===== src/rtl/mxint_circular_buffer.sv =====
// mxint_circular_buffer
// Captures BUFFER_SIZE MXINT beats (IN_NUM mantissas + one shared exponent)
// and replays them in order REPEAT times on a valid/ready stream, then refills.
//
// Optional feature macro: MXINT_CIRCULAR_OVERLAP_EN
//   When defined, the next fill may start during the final replay pass. A slot
//   is rewritten only after its last read in that pass.
//   When undefined, inputs are refused for the whole replay phase.
//
// Handshake semantics (both ports): a beat transfers on a rising clk edge where
// valid && ready. The producer holds valid and data stable until the transfer.
// data_out_valid never drops mid-replay, and data_in_ready/data_out_valid
// depend only on registered state, never on the opposite side's valid/ready.
module mxint_circular_buffer #(
    parameter int DATA_PRECISION_0 = 16,
    parameter int DATA_PRECISION_1 = 8,
    parameter int IN_NUM           = 1,
    parameter int REPEAT           = 8,
    parameter int BUFFER_SIZE      = 1
) (
    input  logic                        clk,
    input  logic                        rst,
    input  logic [DATA_PRECISION_0-1:0] mdata_in [IN_NUM],
    input  logic [DATA_PRECISION_1-1:0] edata_in,
    input  logic                        data_in_valid,
    output logic                        data_in_ready,
    output logic [DATA_PRECISION_0-1:0] mdata_out [IN_NUM],
    output logic [DATA_PRECISION_1-1:0] edata_out,
    output logic                        data_out_valid,
    input  logic                        data_out_ready,
    output logic                        state_dbg_o
);

    localparam int PTR_W  = (BUFFER_SIZE > 1) ? $clog2(BUFFER_SIZE) : 1;
    localparam int PASS_W = (REPEAT > 1) ? $clog2(REPEAT) : 1;

    localparam logic [PTR_W-1:0]  LAST_SLOT = PTR_W'(BUFFER_SIZE - 1);
    localparam logic [PTR_W-1:0]  PTR_ONE   = PTR_W'(1);
    localparam logic [PASS_W-1:0] LAST_PASS = PASS_W'(REPEAT - 1);
    localparam logic [PASS_W-1:0] PASS_ONE  = PASS_W'(1);

    typedef enum logic {
        FILL   = 1'b0,
        REPLAY = 1'b1
    } state_t;

    state_t              state_q, state_d;
    logic [PTR_W-1:0]    wr_ptr_q, wr_ptr_d;
    logic [PTR_W-1:0]    rd_ptr_q, rd_ptr_d;
    logic [PASS_W-1:0]   pass_cnt_q, pass_cnt_d;
`ifdef MXINT_CIRCULAR_OVERLAP_EN
    // Set once every slot has been rewritten during the final pass.
    logic                refilled_q, refilled_d;
`endif

    logic [DATA_PRECISION_0-1:0] mant_q [BUFFER_SIZE][IN_NUM];
    logic [DATA_PRECISION_1-1:0] exp_q  [BUFFER_SIZE];

    logic in_hs;
    logic out_hs;

    assign in_hs       = data_in_valid && data_in_ready;
    assign out_hs      = data_out_valid && data_out_ready;
    assign state_dbg_o = state_q;

    // Stream handshake outputs, derived only from registered state.
    always_comb begin
        data_in_ready  = 1'b0;
        data_out_valid = 1'b0;
        case (state_q)
            FILL: begin
                data_in_ready = 1'b1;
            end
            REPLAY: begin
                data_out_valid = 1'b1;
`ifdef MXINT_CIRCULAR_OVERLAP_EN
                // Only slots already read in the final pass may be rewritten.
                data_in_ready = (pass_cnt_q == LAST_PASS) && !refilled_q &&
                                (wr_ptr_q < rd_ptr_q);
`endif
            end
            default: begin
                data_in_ready  = 1'b0;
                data_out_valid = 1'b0;
            end
        endcase
    end

    // Output beat is read straight from storage at the replay pointer.
    always_comb begin
        for (int l = 0; l < IN_NUM; l++) begin
            mdata_out[l] = mant_q[rd_ptr_q][l];
        end
        edata_out = exp_q[rd_ptr_q];
    end

    // Next-state logic for the FSM, pointers and pass counter.
    always_comb begin
        state_d    = state_q;
        wr_ptr_d   = wr_ptr_q;
        rd_ptr_d   = rd_ptr_q;
        pass_cnt_d = pass_cnt_q;
`ifdef MXINT_CIRCULAR_OVERLAP_EN
        refilled_d = refilled_q;
`endif

        // Write side: the last slot of a fill wraps the pointer.
        if (in_hs) begin
            if (wr_ptr_q == LAST_SLOT) begin
                wr_ptr_d = '0;
                if (state_q == FILL) begin
                    state_d = REPLAY;
                end
`ifdef MXINT_CIRCULAR_OVERLAP_EN
                else begin
                    refilled_d = 1'b1;
                end
`endif
            end else begin
                wr_ptr_d = wr_ptr_q + PTR_ONE;
            end
        end

        // Read side: the last slot ends a pass; the last pass ends the replay.
        if (out_hs) begin
            if (rd_ptr_q == LAST_SLOT) begin
                rd_ptr_d = '0;
                if (pass_cnt_q == LAST_PASS) begin
                    pass_cnt_d = '0;
`ifdef MXINT_CIRCULAR_OVERLAP_EN
                    state_d    = refilled_q ? REPLAY : FILL;
                    refilled_d = 1'b0;
`else
                    state_d    = FILL;
`endif
                end else begin
                    pass_cnt_d = pass_cnt_q + PASS_ONE;
                end
            end else begin
                rd_ptr_d = rd_ptr_q + PTR_ONE;
            end
        end
    end

    // Control registers with asynchronous reset.
    always_ff @(posedge clk or posedge rst) begin
        if (rst) begin
            state_q    <= FILL;
            wr_ptr_q   <= '0;
            rd_ptr_q   <= '0;
            pass_cnt_q <= '0;
`ifdef MXINT_CIRCULAR_OVERLAP_EN
            refilled_q <= 1'b0;
`endif
        end else begin
            state_q    <= state_d;
            wr_ptr_q   <= wr_ptr_d;
            rd_ptr_q   <= rd_ptr_d;
            pass_cnt_q <= pass_cnt_d;
`ifdef MXINT_CIRCULAR_OVERLAP_EN
            refilled_q <= refilled_d;
`endif
        end
    end

    // Beat storage: cleared on reset, written on each accepted input beat.
    always_ff @(posedge clk or posedge rst) begin
        if (rst) begin
            for (int s = 0; s < BUFFER_SIZE; s++) begin
                exp_q[s] <= '0;
                for (int l = 0; l < IN_NUM; l++) begin
                    mant_q[s][l] <= '0;
                end
            end
        end else if (in_hs) begin
            exp_q[wr_ptr_q] <= edata_in;
            for (int l = 0; l < IN_NUM; l++) begin
                mant_q[wr_ptr_q][l] <= mdata_in[l];
            end
        end
    end

endmodule

===== config.mk =====
export PLATFORM = sky130hd
export DESIGN_NAME = mxint_circular_buffer
export DESIGN_NICKNAME = d
export VERILOG_FILES = /design/src/rtl/mxint_circular_buffer.sv
export SDC_FILE = /design/constraint.sdc
export NUM_CORES = 1
export LEC_CHECK = 0
export CORE_AREA = 3 3 70 52
export CTS_CLUSTER_SIZE = 8
export DETAILED_ROUTE_END_ITERATION = 6
export DIE_AREA = 0 0 73 55
export PLACE_DENSITY_LB_ADDON = 0.12
export SYNTH_ARGS = -nofsm -noshare
export SYNTH_HDL_FRONTEND = slang
export SYNTH_SLANG_ARGS = --single-unit

===== constraint.sdc =====
create_clock -name clk -period 1.4 [get_ports clk]
set_input_delay 0.28 -clock clk [delete_from_list [all_inputs] [get_ports clk]]
set_output_delay 0.28 -clock clk [all_outputs]
set_load 0.01 [all_outputs]

==> results of run 1 <==
==> repair_timing <==
action / in CTS / in global routing
setup buffers: 1 / 0
hold endpoints to repair: 0 / 0
pin swaps: 0 / 0
setup endpoints to repair: 27 / 7
resized for setup: 28 / 2
==> routing by layer <==
layer / GRT usage [%] / vias up / share of wire, %
met2: 20.2 / 25 / 48
li1: - / 347 / -
met1: 16.3 / 379 / 44
met4: 1.84 / 0 / 0.53
met5: 0 / - / 0
met3: 3.97 / 2 / 7.0
==> through the flow <==
| step | area (µm²) | setup slack [ns] | total power, mW | hold slack, ns |
|---|---|---|---|---|
| after detailed placement | 1790 | -0.192 | 3.36 | 0.491 |
| after CTS | 1840 | 0.0203 | 3.75 | 0.334 |
| after floorplan | 1190 | 0.106 | 2.41 | 0.345 |
| after global placement | 1790 | -0.185 | 3.32 | 0.490 |
| final | 1850 | 0.0542 | 3.70 | 0.330 |
| after global routing | 1850 | 0.00512 | 3.96 | 0.365 |
==> power by group through the flow <==
| stage | clock, mW | sequential [mW] | combinational (mW) |
|---|---|---|---|
| 2_1_floorplan | 0 | 1.61 | 0.809 |
| 3_3_place_gp | 0 | 1.45 | 1.87 |
| 3_5_place_dp | 0 | 1.46 | 1.90 |
| 4_1_cts | 0.651 | 1.43 | 1.67 |
| 5_1_grt | 0.682 | 1.49 | 1.78 |
| 6_report | 0.630 | 1.43 | 1.65 |
==> worst register-to-register path: stages (launching register included) <==
cell and delay [ns]:
dfrtp_2 0.44, buf_6 0.13, nor2b_4 0.17, buf_12 0.17, mux2_2 0.33
==> Yosys cell counts <==
cell type	instances
mux2_2	7
buf_4	1
a31oi_1	1
buf_6	1
ha_1	2
nor2_1	2
nand2_1	1
inv_1	2
buf_12	2
mux2_4	20
nor2b_1	1
dfrtp_1	28
==> kinds of logic after synthesis <==
kind of cell             count (synthesis)  share of synthesized area, %
AND/OR/NAND/NOR                          4                          1.47
multiplexers                            27                          31.7
flip-flops                              28                          58.6
adder cells (fa/ha/maj)                  2                          2.09
AO/OA/AOI/OAI                            1                         0.524
buffers and inverters                    6                          5.55
==> layout make-up <==
type,count,area [µm²]
Inverter,2,7.51
Clock buffer,3,41.3
Sequential cell,28,702
Fill cell,256,1240
Clock inverter,1,30.0
Tap cell,38,47.5
Timing Repair Buffer,58,578
Multi-Input combinational cell,34,439
==> registers in the layout (all words and copies together) (netlist names) <==
name         cells
mant_q          16
exp_q            8
pass_cnt_q       3
state_dbg_o      1
==> final timing paths <==
| check | endpoint | from | cells after the start | slack (ns) |
|---|---|---|---|---|
| worst max-delay path | exp_q[0] | state_dbg_o | 4 | 0.05 |
| worst min-delay path | mant_q[13] | rst | 3 | 0.33 |
| worst max register to register | exp_q[0] | state_dbg_o | 4 | 0.05 |
| worst min register to register | mant_q[9] | mant_q[9] | 1 | 0.51 |
| max in group asynchronous | state_dbg_o | rst | 3 | 0.90 |
| min in group clk | mant_q[9] | mant_q[9] | 1 | 0.51 |
==> cells in the final DEF (no fill, tap or decap), types with 2 or more instances in the layout <==
cell type        Yosys  final
mux2_2               7      6
dfrtp_1             28     27
inv_1                2      2
dlygate4sd2_1        0     27
clkdlybuf4s50_1      0     27
nor2_1               2      2
buf_12               2      3
clkbuf_8             0      3
ha_1                 2      2
mux2_4              20     21
==> results.md, run 1 <==
- Status: finished, final reports clean
- Unrepaired setup endpoints after global routing: false
- CP max stage delay: 0.44 ns
- Sw frac: 28.2%
- Mapped Cells: 68
- Max Slew Vio Count: 0
- CTS Buf Count: 3
- Max Clock Skew: 0.00682 ns
- Share of the synthesized area in the top cell type: 58.6%
- Iteration-0 DRC Markers: 20
- GRT Util Overall: 12.3%
- CP Data Required Time: 1.57 ns
- Nets: 157
- H-Tree Depth: 1
- TNS Setup: 0 ns
- Grt total ovfl: 0
- Tcrit/Tclk final: 96.1%
- Leakage: 0.872 nW
- Psw: 1.05 mW
- CP Launch Type: flip-flop
- Core Rows: 17
- Reg clk slew, reported paths: 0.10 ns
- Post-DP HPWL: 1.69 mm
- Area Overhead vs Synth: 54.5%
- CTS tree: built
- Slowest CP cell: dfrtp_2
- Die Width: 73 µm
- DR vias/cell: 4.59
- Post-Route Utilization: 59.8%
- Initial antenna violation count: 0
- Endpoints failing setup: 0
- Clk_lat worst skew: 0.27 ns
- Mapped Avg Cell Area: 17.6 µm²
- DIE HEIGHT: 55 µm
- Maximum number of pins on one net before global-route repair: 29
- Vias: 753
- Placer congestion estimate: 0.653
- Hold-fix buffers at CTS: 0
- Share of cells above drive strength 1: 29.4%
- Hold crit path type: input pin to asynchronous set/reset pin
- CTS root buf: clkbuf_8
- Top post-synthesis cells by area: dfrtp_1, mux2_4, mux2_2
- Critical path capture point type: flip-flop
- Vias in the first global route: 773
- Net Count, Synth: 98
- Fmax: 743 MHz
- Max_cap viols: 0
- Antenna-violating nets left: 0
- Layout Cells excl Fill: 164
- 1st-pass router iterations: 2
- First-pass GRT wire length: 3.71 mm
- Worst Path Arrival: 1.51 ns
- Wire per inst: 13.9 µm
- Routed wire length: 2.28 mm
- Bufs and invs on worst path: 2
- Comb power frac: 44.4%
- Starting Density: 38.7%
- CP Class: flip-flop to flip-flop
- Clock sinks: 28
- Cell Area, Synth: 1190 µm²
- Critical Path Fanout Max: 12
- VDD IR max: 1020 µV
- Placed cell count: 159
- CTS max path bufs: 2
- Clk pwr share: 17.0%
- Drt drc: 0
- Min Tclk post-route: 1.35 ns
- Int Pwr: 2.66 mW
- Post-synth top area cell: dfrtp_1
- Delay-heaviest family, CP: flip-flops
- Io pins: 55
- Worst path cell trace: buf_6, nor2b_4, buf_12, mux2_2
- Slew HR: 89.3%
- Fin. Hold Viols: 0
- Number of port buffers: 54
- Worst-Margin Slew: 0.160 ns
- Post-synthesis sequential area ratio: 58.6%
- Synth Register Bits: 28
- Power Dens Cells: 2010 nW/µm²
- Reg power frac: 38.6%
- Core area: 3080 µm²
- Yosys warns: 0
- Die area: 4020 µm²
- Number of library cell types mapped by synthesis: 12
- Antenna diodes: 0
(Power assumes the default switching activity.)
==> run 2, diff against run 1 <==
RECOVER_POWER = 50   (was default)
REMOVE_ABC_BUFFERS = 1   (was default)
==> run 2 against run 1 <==
  * Maximum frequency down 2.1%
  * Sequential cell count unchanged
  * Die area unchanged
  * Critical path type unchanged
  * Largest power group unchanged
==> results.md, run 2 (synthesized netlist as in run 1, its figures left out) <==
- Drt drc: 0
- Vias in the first global route: 703
- Clk pwr share: 13.6%
- Sw frac: 29.4%
- Power Dens Cells: 1940 nW/µm²
- Fill count: 239
- Iteration-0 DRC Markers: 51
- Largest register by flop count: mant_q
- Starting Density: 38.7%
- CTS tree: built
- Final setup margin: 0.0255 ns
- DR vias/cell: 4.51
- Core area: 3080 µm²
- Clk_lat worst skew: 0.27 ns
- CP Data Required Time: 1.56 ns
- 1st-pass router iterations: 2
- Die area: 4020 µm²
- Routed wire length: 2.46 mm
- VDD IR max: 872 µV
- CTS Buf Count: 3
- Nets: 159
- Placer congestion estimate: 0.642
- Post-DP HPWL: 1.74 mm
- First-pass GRT wire length: 3.55 mm
- CP Launch Type: flip-flop
- Fin. Hold Viols: 0
- Clock sinks: 28
- GRT Util Overall: 12.4%
- Antenna diodes: 0
- CTS root buf: clkbuf_8
- Psw: 1.06 mW
- Reg clk slew, reported paths: 0.09 ns
- Area Overhead vs Synth: 55.6%
- Worst Path Arrival: 1.54 ns
- Top Registers: mant_q: 16 flops, exp_q: 8 flops, pass_cnt_q: 3 flops
- Max Clock Skew: 0.00167 ns
- Hold crit path type: input pin to flip-flop
- CP Class: flip-flop to flip-flop
- CTS max path bufs: 2
- Die Width: 73 µm
- Endpoints failing setup: 0
- Fmax: 728 MHz
- Critical Path Fanout Max: 7
- Antenna-violating nets left: 0
- DIE HEIGHT: 55 µm
- Io pins: 55
- Max Slew Vio Count: 0
- Number of port buffers: 54
- Post-place setup slack: -0.213 ns
- Maximum number of pins on one net before global-route repair: 29
- Slew HR: 54.7%
- Hold-fix buffers at CTS: 0
- TNS Setup: 0 ns
- Share of cells above drive strength 1: 30.5%
- Grt total ovfl: 0
- Vias: 749
- Critical path capture point type: flip-flop
- Worst-Margin Slew: 0.680 ns
- Initial antenna violation count: 0
- H-Tree Depth: 1
- Tcrit/Tclk final: 98.2%
- Hold slack: 0.350 ns
- Min Tclk post-route: 1.37 ns
- Max_cap viols: 0
- Status: finished, final reports clean
- Max reg flops: 16
- Leakage: 0.885 nW
- Wire per inst: 14.8 µm
- Comb power frac: 46.2%
- Commonest cells after routing, fill and taps aside: dfrtp_1, dlygate4sd2_1, clkdlybuf4s50_1
- Reg power frac: 40.2%
- Int Pwr: 2.55 mW
- Core Rows: 17
-- run 2: changes by cell type in the layout (fill, tap and decap cells not counted), sizes merged --
cell,before,now
dlygate4sd3,0,1
clkdlybuf4s50,27,25
bufinv,1,0
dlymetal6s2s,0,1
clkbuf,3,7
buf,4,3
-- run 2: routing by layer --
layer | vias up | part of all wire (%) | GRT usage [%]
met5 | - | 0 | 0
met2 | 34 | 46 | 19.0
met4 | 0 | 0.37 | 3.68
met1 | 363 | 45 | 16.0
met3 | 2 | 8.0 | 5.42
li1 | 350 | - | -
-- run 2: worst paths after layout --
| kind | slack, ns | to | from | cells after the start |
|---|---|---|---|---|
| min in group asynchronous | 0.65 | exp_q[3] | rst | 3 |
| setup / recovery | 0.03 | mant_q[12] | state_dbg_o | 3 |
| hold reg to reg | 0.51 | mant_q[0] | mant_q[0] | 1 |
| setup reg to reg | 0.03 | mant_q[12] | state_dbg_o | 3 |
| max in group asynchronous | 0.28 | state_dbg_o | rst | 3 |
| hold / removal | 0.35 | state_dbg_o | data_in_valid | 3 |
-- run 2: worst max-delay path: stages, from the launching register on --
cell and delay (ns):
dfrtp_2 0.46, nor2b_4 0.29, clkbuf_16 0.23, mux2_4 0.30
-- run 2: final cells by class --
cell class | count | area (µm²) | share of cell area, %
clock buffers | 4 | 55.1 | 2.96
inverters | 2 | 7.51 | 0.404
multi-input cells | 34 | 435 | 23.4
flip-flops and latches | 28 | 702 | 37.8
well taps | 38 | 47.5 | 2.56
repair buffers | 60 | 612 | 32.9
-- run 2: power groups by stage --
| stage | Sequential (mW) | Combinational (mW) | Clock [mW] |
|---|---|---|---|
| floorplan | 1.61 | 0.750 | 0 |
| detailed placement | 1.47 | 1.90 | 0 |
| global placement | 1.46 | 1.86 | 0 |
| global route | 1.50 | 1.79 | 0.548 |
| CTS | 1.45 | 1.66 | 0.509 |
| finish | 1.45 | 1.67 | 0.490 |
-- run 2: through the flow --
stage               instances  cell area (µm²)  util [%]  power, mW
finish                    166             1860      60.3       3.61
global route              166             1860      60.3       3.84
CTS                       164             1820      59.1       3.62
detailed placement        159             1790      58.1       3.37
global placement          159             1790      58.1       3.32
floorplan                  64             1140         -       2.36
-- run 2: repair_timing --
action / CTS / global route
buffers inserted: 1 / 1
gates cloned: 0 / 2
pin swaps: 0 / 0
endpoints found under the setup margin: 27 / 8
resized for setup: 28 / 1
